--- config.mk ---
export PLATFORM = sky130hd
export DESIGN_NAME = up_script_master
export DESIGN_NICKNAME = d
export VERILOG_FILES = /design/src/rtl/up_script_pkg.sv /design/src/rtl/up_script_master.sv
export SDC_FILE = /design/constraint.sdc
export NUM_CORES = 1
export LEC_CHECK = 0
export CAP_MARGIN = 20
export CORE_MARGIN = 1
export CORE_UTILIZATION = 48
export DETAILED_ROUTE_END_ITERATION = 10
export PLACE_DENSITY = 0.77
export SKIP_LAST_GASP = 1
export SLEW_MARGIN = 20
export SYNTH_ARGS = -nofsm -noshare
export SYNTH_HDL_FRONTEND = slang
export SYNTH_SLANG_ARGS = --single-unit
--- constraint.sdc ---
create_clock -name up_clk -period 3.8 [get_ports up_clk]
set_input_delay 0.76 -clock up_clk [delete_from_list [all_inputs] [get_ports up_clk]]
set_output_delay 0.76 -clock up_clk [all_outputs]
set_load 0.02 [all_outputs]
--- src/rtl/up_script_pkg.sv ---
// Shared definitions for the ROM-scripted up_* bus master: entry layout, opcodes, error codes, FSM states.
// Latency: n/a (declarations only).
// Backpressure: n/a.
package up_script_pkg;

  localparam int ENTRY_W = 67;

  // Entry layout {op, addr, data}
  localparam int OP_HI   = 66;
  localparam int OP_LO   = 64;
  localparam int ADDR_HI = 63;
  localparam int ADDR_LO = 32;
  localparam int DATA_HI = 31;
  localparam int DATA_LO = 0;

  localparam logic [2:0] OP_END      = 3'd0;
  localparam logic [2:0] OP_WRITE    = 3'd1;
  localparam logic [2:0] OP_READ     = 3'd2;
  localparam logic [2:0] OP_POLL_SET = 3'd3;
  localparam logic [2:0] OP_POLL_CLR = 3'd4;
  localparam logic [2:0] OP_DELAY    = 3'd5;

  localparam logic [1:0] ERR_NONE    = 2'd0;
  localparam logic [1:0] ERR_POLL    = 2'd1;
  localparam logic [1:0] ERR_TMO     = 2'd2;
  localparam logic [1:0] ERR_ILLEGAL = 2'd3;

  typedef enum logic [3:0] {
    ST_IDLE, ST_FETCH, ST_DECODE, ST_BUS, ST_GAP, ST_PGAP, ST_DELAY, ST_DONE, ST_ERR
  } state_t;

  function automatic logic [2:0] entry_op(input logic [ENTRY_W-1:0] e);
    return e[OP_HI:OP_LO];
  endfunction

  function automatic logic [31:0] entry_addr(input logic [ENTRY_W-1:0] e);
    return e[ADDR_HI:ADDR_LO];
  endfunction

  function automatic logic [31:0] entry_data(input logic [ENTRY_W-1:0] e);
    return e[DATA_HI:DATA_LO];
  endfunction

endpackage

--- src/rtl/up_script_master.sv ---
// ROM-scripted up_* bus master: fetch/decode 67-bit entries, run WRITE/READ/POLL/DELAY/END.
// Latency: 4 cycles per WRITE/READ entry with up_wait=0 (FETCH, DECODE, BUS, GAP); ROM read is 1 cycle.
// Backpressure: strobe/addr/data held while up_wait=1; optional abort after BUS_TMO cycles (UP_BUS_TIMEOUT_EN).
module up_script_master
  import up_script_pkg::*;
#(
  parameter int ROM_AW   = 8,
  parameter int POLL_MAX = 1024,
  parameter int POLL_GAP = 16,
  parameter int BUS_TMO  = 4096
) (
  input  logic                up_clk,
  input  logic                ext_reset_n,
  input  logic                start,
  output logic                busy,
  output logic                done,
  output logic                error,
  output logic [1:0]          err_code,
  output logic [ROM_AW-1:0]   err_pc,
  output logic [ROM_AW-1:0]   rom_addr,
  input  logic [ENTRY_W-1:0]  rom_data,
  output logic                up_wr,
  output logic                up_rd,
  output logic [31:0]         up_addr,
  output logic [31:0]         up_data_wr,
  input  logic [31:0]         up_data_rd,
  input  logic                up_wait,
  output logic [31:0]         last_rd
);

  // A zero gap would need the strobe to stay high across polls; one idle cycle is the minimum.
  localparam int          PGAP_EFF = (POLL_GAP < 1) ? 1 : POLL_GAP;
  localparam logic [31:0] PGAP_LD  = 32'(PGAP_EFF - 1);
  localparam logic [31:0] PMAX_C   = 32'(POLL_MAX);

  state_t              state_q;
  logic [ROM_AW-1:0]   pc_q;
  logic [2:0]          op_q;
  logic [31:0]         data_q;
  logic [31:0]         att_q;
  logic [31:0]         cnt_q;
  logic                up_wr_q, up_rd_q;
  logic [31:0]         up_addr_q, up_data_wr_q, last_rd_q;
  logic                busy_q, done_q, error_q;
  logic [1:0]          err_code_q;
  logic [ROM_AW-1:0]   err_pc_q;
`ifdef UP_BUS_TIMEOUT_EN
  localparam logic [31:0] TMO_LIM = 32'(BUS_TMO - 1);
  logic [31:0]         tmo_q;
`endif

  logic [ROM_AW-1:0]   pc_inc_d;
  logic                last_entry_d;
  logic                xfer_d;
  logic                is_poll_d;
  logic                poll_ok_d;
  logic [31:0]         att_inc_d;
  logic [31:0]         rd_mask_d;

  // Next-entry address, transfer completion and poll condition on the current read data
  always_comb begin
    pc_inc_d     = pc_q + ROM_AW'(1);
    last_entry_d = &pc_q;
    xfer_d       = (up_wr_q | up_rd_q) & ~up_wait;
    is_poll_d    = (op_q == OP_POLL_SET) || (op_q == OP_POLL_CLR);
    rd_mask_d    = up_data_rd & data_q;
    poll_ok_d    = (op_q == OP_POLL_CLR) ? (rd_mask_d == 32'h0) : (rd_mask_d == data_q);
    att_inc_d    = (att_q == 32'hFFFF_FFFF) ? att_q : att_q + 32'd1;
  end

  // Script sequencer with registered bus strobes and status flags
  always_ff @(posedge up_clk or negedge ext_reset_n) begin
    if (!ext_reset_n) begin
      state_q      <= ST_IDLE;
      pc_q         <= '0;
      op_q         <= OP_END;
      data_q       <= '0;
      att_q        <= '0;
      cnt_q        <= '0;
      up_wr_q      <= 1'b0;
      up_rd_q      <= 1'b0;
      up_addr_q    <= '0;
      up_data_wr_q <= '0;
      last_rd_q    <= '0;
      busy_q       <= 1'b0;
      done_q       <= 1'b0;
      error_q      <= 1'b0;
      err_code_q   <= ERR_NONE;
      err_pc_q     <= '0;
`ifdef UP_BUS_TIMEOUT_EN
      tmo_q        <= '0;
`endif
    end else begin
      case (state_q)
        ST_IDLE, ST_DONE, ST_ERR: begin
          if (start) begin
            done_q     <= 1'b0;
            error_q    <= 1'b0;
            err_code_q <= ERR_NONE;
            busy_q     <= 1'b1;
            pc_q       <= '0;
            state_q    <= ST_FETCH;
          end
        end
        // rom_addr (= pc) is presented for this cycle; data is usable in DECODE
        ST_FETCH: state_q <= ST_DECODE;
        ST_DECODE: begin
          op_q   <= entry_op(rom_data);
          data_q <= entry_data(rom_data);
          att_q  <= '0;
          case (entry_op(rom_data))
            OP_END: begin
              busy_q  <= 1'b0;
              done_q  <= 1'b1;
              state_q <= ST_DONE;
            end
            OP_WRITE: begin
              up_wr_q      <= 1'b1;
              up_addr_q    <= entry_addr(rom_data);
              up_data_wr_q <= entry_data(rom_data);
              state_q      <= ST_BUS;
            end
            OP_READ, OP_POLL_SET, OP_POLL_CLR: begin
              up_rd_q   <= 1'b1;
              up_addr_q <= entry_addr(rom_data);
              state_q   <= ST_BUS;
            end
            OP_DELAY: begin
              if (entry_data(rom_data) == 32'h0) begin
                if (last_entry_d) begin
                  busy_q  <= 1'b0;
                  done_q  <= 1'b1;
                  state_q <= ST_DONE;
                end else begin
                  pc_q    <= pc_inc_d;
                  state_q <= ST_FETCH;
                end
              end else begin
                cnt_q   <= entry_data(rom_data) - 32'd1;
                state_q <= ST_DELAY;
              end
            end
            default: begin
              busy_q     <= 1'b0;
              error_q    <= 1'b1;
              err_code_q <= ERR_ILLEGAL;
              err_pc_q   <= pc_q;
              state_q    <= ST_ERR;
            end
          endcase
        end
        ST_BUS: begin
          if (xfer_d) begin
            up_wr_q <= 1'b0;
            up_rd_q <= 1'b0;
`ifdef UP_BUS_TIMEOUT_EN
            tmo_q   <= '0;
`endif
            if (up_rd_q) last_rd_q <= up_data_rd;
            if (is_poll_d && !poll_ok_d) begin
              att_q <= att_inc_d;
              if (att_inc_d >= PMAX_C) begin
                busy_q     <= 1'b0;
                error_q    <= 1'b1;
                err_code_q <= ERR_POLL;
                err_pc_q   <= pc_q;
                state_q    <= ST_ERR;
              end else begin
                cnt_q   <= PGAP_LD;
                state_q <= ST_PGAP;
              end
            end else begin
              state_q <= ST_GAP;
            end
          end
`ifdef UP_BUS_TIMEOUT_EN
          else if (tmo_q == TMO_LIM) begin
            up_wr_q    <= 1'b0;
            up_rd_q    <= 1'b0;
            tmo_q      <= '0;
            busy_q     <= 1'b0;
            error_q    <= 1'b1;
            err_code_q <= ERR_TMO;
            err_pc_q   <= pc_q;
            state_q    <= ST_ERR;
          end else begin
            tmo_q <= tmo_q + 32'd1;
          end
`endif
        end
        ST_GAP: begin
          if (last_entry_d) begin
            busy_q  <= 1'b0;
            done_q  <= 1'b1;
            state_q <= ST_DONE;
          end else begin
            pc_q    <= pc_inc_d;
            state_q <= ST_FETCH;
          end
        end
        ST_PGAP: begin
          if (cnt_q == 32'h0) begin
            up_rd_q <= 1'b1;
            state_q <= ST_BUS;
          end else begin
            cnt_q <= cnt_q - 32'd1;
          end
        end
        ST_DELAY: begin
          if (cnt_q != 32'h0) begin
            cnt_q <= cnt_q - 32'd1;
          end else if (last_entry_d) begin
            busy_q  <= 1'b0;
            done_q  <= 1'b1;
            state_q <= ST_DONE;
          end else begin
            pc_q    <= pc_inc_d;
            state_q <= ST_FETCH;
          end
        end
        default: state_q <= ST_IDLE;
      endcase
    end
  end

  assign busy       = busy_q;
  assign done       = done_q;
  assign error      = error_q;
  assign err_code   = err_code_q;
  assign err_pc     = err_pc_q;
  assign rom_addr   = pc_q;
  assign up_wr      = up_wr_q;
  assign up_rd      = up_rd_q;
  assign up_addr    = up_addr_q;
  assign up_data_wr = up_data_wr_q;
  assign last_rd    = last_rd_q;

endmodule

# [Yosys cells after proc, flatten, opt, wreduce, memory -nomap -nowiden]
# Index checks and enable logic that the tools add are counted.
[totals] reg_bits=222 word_cells=159 out_inout_bits=119 inputBits=103
[op_classes] n_addsub=4 order_cmp=1 n_mux=66 reduce_logical=33 bitwise_logic=4 n_eq_ne=35
[ops] cell="$mux 32" count=10
[ops] cell="$pmux 32 s4" count=1
[ops] cell="$logic_not 32->1" count=3
[ops] cell="$mux 8" count=9
[ops] cell="$pmux 32 s2" count=1
[ops] cell="$sub 32x1->32 const B" count=2
[ops] cell="$add 32x1->32 const B" count=1
[ops] cell="$and 32x32->32" count=1
[ops] cell="$eq 32x32->1" count=1
[ops] cell="$eq 32x32->1 const B" count=1
[ops] cell="$ge 32x11->1 const B" count=1
[ops] cell="$pmux 8 s4" count=1
[ops] cell="$reduce_bool 32->1" count=1
[ops] cell="$mux 4" count=7
[ops] cell="$ne 2x2->1 const B" count=14
[ops] cell="$pmux 4 s7" count=1
[ops] cell="$reduce_and 8->1" count=3
[ops] cell="$mux 1" count=20
[ops] cell="$eq 4x3->1 const B" count=4
[ops] cell="$pmux 8 s2" count=1
[ops] cell="$reduce_and 5->1" count=3
[ops] cell="$pmux 4 s3" count=1
[ops] cell="$mux 2" count=5
[ops] cell="$eq 3x2->1 const B" count=3
[ops] cell="other kinds (34)" count=48

# [Logic depth before layout (Yosys ltp)]
[depth] word_depth=8 depth_mapped=16 mapped_depth_nobuf=11

# [Least setup slack after synthesis]
# Ideal clock, no wire load.
[synth_path] path_type="reg-to-reg" from="register state_q[2]" to="register cnt_q[30]" setup_ns=0.068 n_path_buf=5 stages_incl_launch_ff=16 synth_period_minus_slack_ns=4.000 required_ns=3.732 path_slack_ns=-0.200 arrival_ns=3.932 cell_sequence="dfrtp_1 -> clkbuf_1 -> nand2b_1 -> clkbuf_1 -> nor2_1 -> clkbuf_1 -> clkbuf_1 -> buf_1 -> mux2i_1 -> ha_1 -> o2111ai_1 -> nand3b_1 -> or3_1 -> or3_1 -> a21oi_1 -> a221o_1"
[synth_via] elab_chain_cells=3 word_cells_on_any_way=14 cone_classes="eq/ne: 11; mux: 1; reduce/logical: 2"
[synth_lines] item="start: declaration" line_no="up_script_master.sv:36" text="state_t state_q;"
[synth_lines] item="start signal: assignment" line_no="up_script_master.sv:74" text="state_q <= ST_IDLE;"
[synth_lines] item="start signal: assignment" line_no="up_script_master.sv:102" text="state_q <= ST_FETCH;"
[synth_lines] item="start signal: assignment" line_no="up_script_master.sv:106" text="ST_FETCH: state_q <= ST_DECODE;"
[synth_lines] item="$eq 4x3->1 / $eq 4x2->1 (equally long branches)" line_no="up_script_master.sv:94" text="case (state_q)"
[synth_lines] item="$reduce_bool 4->1 (no source line) / $ne 2x2->1 (equally long branches)"
[synth_lines] item="$reduce_and 8->1 (no source line)"
[synth_lines] item="end signal: assignment" line_no="up_script_master.sv:139" text="cnt_q <= entry_data(rom_data) - 32'd1;"
[synth_lines] item="end signal: assignment" line_no="up_script_master.sv:206" text="cnt_q <= cnt_q - 32'd1;"
[synth_lines] item="end signal: assignment" line_no="up_script_master.sv:211" text="cnt_q <= cnt_q - 32'd1;"
[synth_lines] item="end: declaration" line_no="up_script_master.sv:41" text="logic [31:0] cnt_q;"
# Parallel ways exist; a longest one is shown, timed or not.
# A chain may end at the register's enable or synchronous reset.

# [Worst setup path after layout]
[layout_path] from="register att_q[0]" to="register cnt_q[29]"
[layout_via] elab_chain_cells=5 word_cells_on_any_way=6 cone_classes="add/sub: 1; order compare: 1; eq/ne: 2; mux: 1; reduce/logical: 1"
[layout_lines] item="start: declaration" line_no="up_script_master.sv:40" text="logic [31:0] att_q;"
[layout_lines] item="start signal: assignment" line_no="up_script_master.sv:161" text="att_q <= att_inc_d;"
[layout_lines] item="$add 32x1->32 / $eq 32x32->1 (equally long branches)" line_no="up_script_master.sv:68" text="att_inc_d = (att_q == 32'hFFFF_FFFF) ? att_q : att_q + 32'd1;"
[layout_lines] item="$mux 32 (*)" line_no="up_script_master.sv:68"
[layout_lines] item="$ge 32x11->1 (*)" line_no="up_script_master.sv:162" text="if (att_inc_d >= PMAX_C) begin"
[layout_lines] item="$ne 2x2->1 (no source line) (*)"
[layout_lines] item="$reduce_and 8->1 (no source line) (*)"
# Every way passes the cells marked *; elsewhere a longest branch is shown, timed or not.

==> qor.txt <==
R2R setup slack: 0.21 ns
post-CTS setup buffers: 0
Initial Util: 49.0%
CTS sink count: 221
CTS resizes: 0
initial antenna violation count: 0
WL per Instance: 20.3 um
drt drc: 0
endpoint type of the worst setup path: flip-flop
Unique masters post-synth: 73
Core Util, Final: 65.7%
worst reg2reg path depth: 10
H-tree depth: 1
vias in the first global route: 11200
CORE AREA: 24300 sq um
die area: 25500 sq um
clock tree buffer depth: 3
worst-path fanout max: 21
DP HPWL: 27.5 mm
port bufs: 221
sequential area share after synthesis: 46.4%
Worst Skew: 0.0161 ns
chip width: 160 um
Arr. time, crit path: 3.99 ns
Die H: 160 um
worst r2r src: att_q[0]
Worst VDD drop: 0.000447 V
commonest non-fill, non-tap cells in the layout: dfrtp_1, clkdlybuf4s50_1, nand2_1
Design Power: 12.6 mW
DP Area: 15000 sq um
Slew @ Worst Pin: 0.992 ns
gpl congestion: 0.974
max cap viols: 0
# IOs: 222
Critical R2R Capture: cnt_q[29]
Final ANT Viol Nets: 0
clk slew on worst S/H paths: 0.06 ns
Setup violations, final: 0
cell row count: 57
Max Clock Freq: 279 MHz
Cells after Synth: 1244
clk root buf: clkbuf_16
Final min period: 3.59 ns
Setup TNS: 0 ns
WS Path Type: reg -> reg
Synth-to-Final Area Change: 34.0%
crit share post-route: 94.4%
Finished Layout Cells: 1864
largest net degree at the start of global routing: 80
drt first pass iters: 6
placed instance count: 1817
post-synth top area share: 46.4%
Top FF cell, synth: dfrtp_1
Post-CTS Hold Fix Bufs: 0
RSZ-0062 raised after global routing: false
Worst Hold Class: in -> async
commonest non-fill, non-tap cell in the layout: dfrtp_1
Syn Area/Cell: 9.58 sq um
Syn. warnings: 0
design area: 16000 sq um
final hold viol count: 0
Net Count, Synth: 1350
insertion delay to the later sink of the worst-skew pair: 0.53 ns
Via density: 6.03
# nets final: 1627
first-pass GRT wire length: 60.2 mm
type of origin of the critical path: flip-flop
total CTS buffers: 26
Req. time, crit path: 4.21 ns
post-route setup slack: 0.212 ns
pre-CTS setup slack: 0.00914 ns
global route total overflow: 0
Synth area leader: dfrtp_1
n_diodes: 0
fraction of layout cells with a size suffix above 1: 17.0%
Post-Syn Area: 11900 sq um
DR iter-0 viols: 1006
leakage: 6.78 nW
number of synthesized register bits: 221
status: complete, no violations
Global Route Usage Sum: 29.4%
CTS tree: built
Slew Limit Headroom: 33.7%
Slew Viols, Final: 0
synth top area cells: dfrtp_1, mux2_2, nand2_1
via count: 11200
total routed wirelength: 37.8 mm
PD cells: 789 nW/um^2
number of synthesized flops with an enable pin: 0
Min Hold Slack: 0.208 ns
Async SR Flop Fraction: 100%
## registers in the layout (all words and copies together) (netlist names)
register,cells
att_q,32
busy,1
cnt_q,32
data_q,32
done,1
err_code,1
err_pc,8
error,1
last_rd,32
op_q,3
rom_addr,8
state_q,4
up_addr,32
up_data_wr,32
up_rd,1
up_wr,1
## layout make-up
type                    instances  area, sq um
flip-flops and latches        221         5530
repair buffers                310         2940
fillers                      1934         8350
inverters                      32          120
clock inverters                10          181
multi-input cells             930         6040
well taps                     324          405
clock buffers                  37          753
## power breakdown
group	switching, mW	internal (mW)	total [mW]
Clock	1.00	1.71	2.72
Combinational	3.11	2.69	5.80
Sequential	0.764	3.31	4.08
## synth_stat cells, types with 4 or more instances
cell       number
dfrtp_1       221
nand2_1       156
mux2_2        108
o21ai_0        99
nor2_1         84
clkbuf_1       46
nor3_1         46
a21oi_1        45
nand3_1        35
inv_1          32
nand2b_1       28
or3_1          23
xnor2_1        23
a22oi_1        22
o31ai_1        22
nand4_1        20
xor2_1         18
and3_1         17
nor4_1         16
a31oi_1        13
and2_1         13
mux2i_1        13
a21o_1         10
a221o_1         9
o22ai_1         9
o2111ai_1       7
o41ai_1         7
a22o_1          6
buf_1           6
nand3b_1        6
buf_2           5
nor2b_1         5
o211ai_1        5
o221ai_1        5
or2_2           4
or4_1           4
## critical path, cell delays in order, from the launching register on
cell and delay [ns]:
dfrtp_1 0.42, ha_1 0.24, nand3_1 0.19, nor3_1 0.51
o211ai_1 0.29, o31ai_1 0.29, a22oi_1 0.18, nor4_4 0.41
a31oi_4 0.13, or2_4 0.38, a2111o_1 0.43
## cell families (layout without fill, tap and decap cells)
logic type | Yosys count | in the layout | share of synthesized area [%]
AOI/OAI and AO/OA | 298 | 298 | 16.5
xor gates and xnor gates | 41 | 41 | 3.01
adders and majority gates | 3 | 3 | 0.315
buffers and inverters | 93 | 389 | 3.15
DFF | 221 | 221 | 46.4
muxes | 121 | 121 | 11.3
and+or+nand+nor | 467 | 467 | 19.3
## worst max-delay path by stage
stage,from,endpoint,slack [ns],depth (start not counted)
after floorplan,state_q[2],cnt_q[30],0.07,15
after global placement,up_data_rd[22],err_pc[5],0.01,12
after detailed placement,up_data_rd[22],err_pc[3],0.009,12
after CTS,att_q[0],cnt_q[29],0.19,10
after global routing,att_q[16],cnt_q[29],0.01,10
final,att_q[0],cnt_q[29],0.21,10
## layer usage
metal	track usage (%)	wire [um]
met4	10.5	1460
met3	4.69	2890
met1	38.4	15300
met2	49.4	18100
met5	0	0
(Power assumes the default switching activity.)
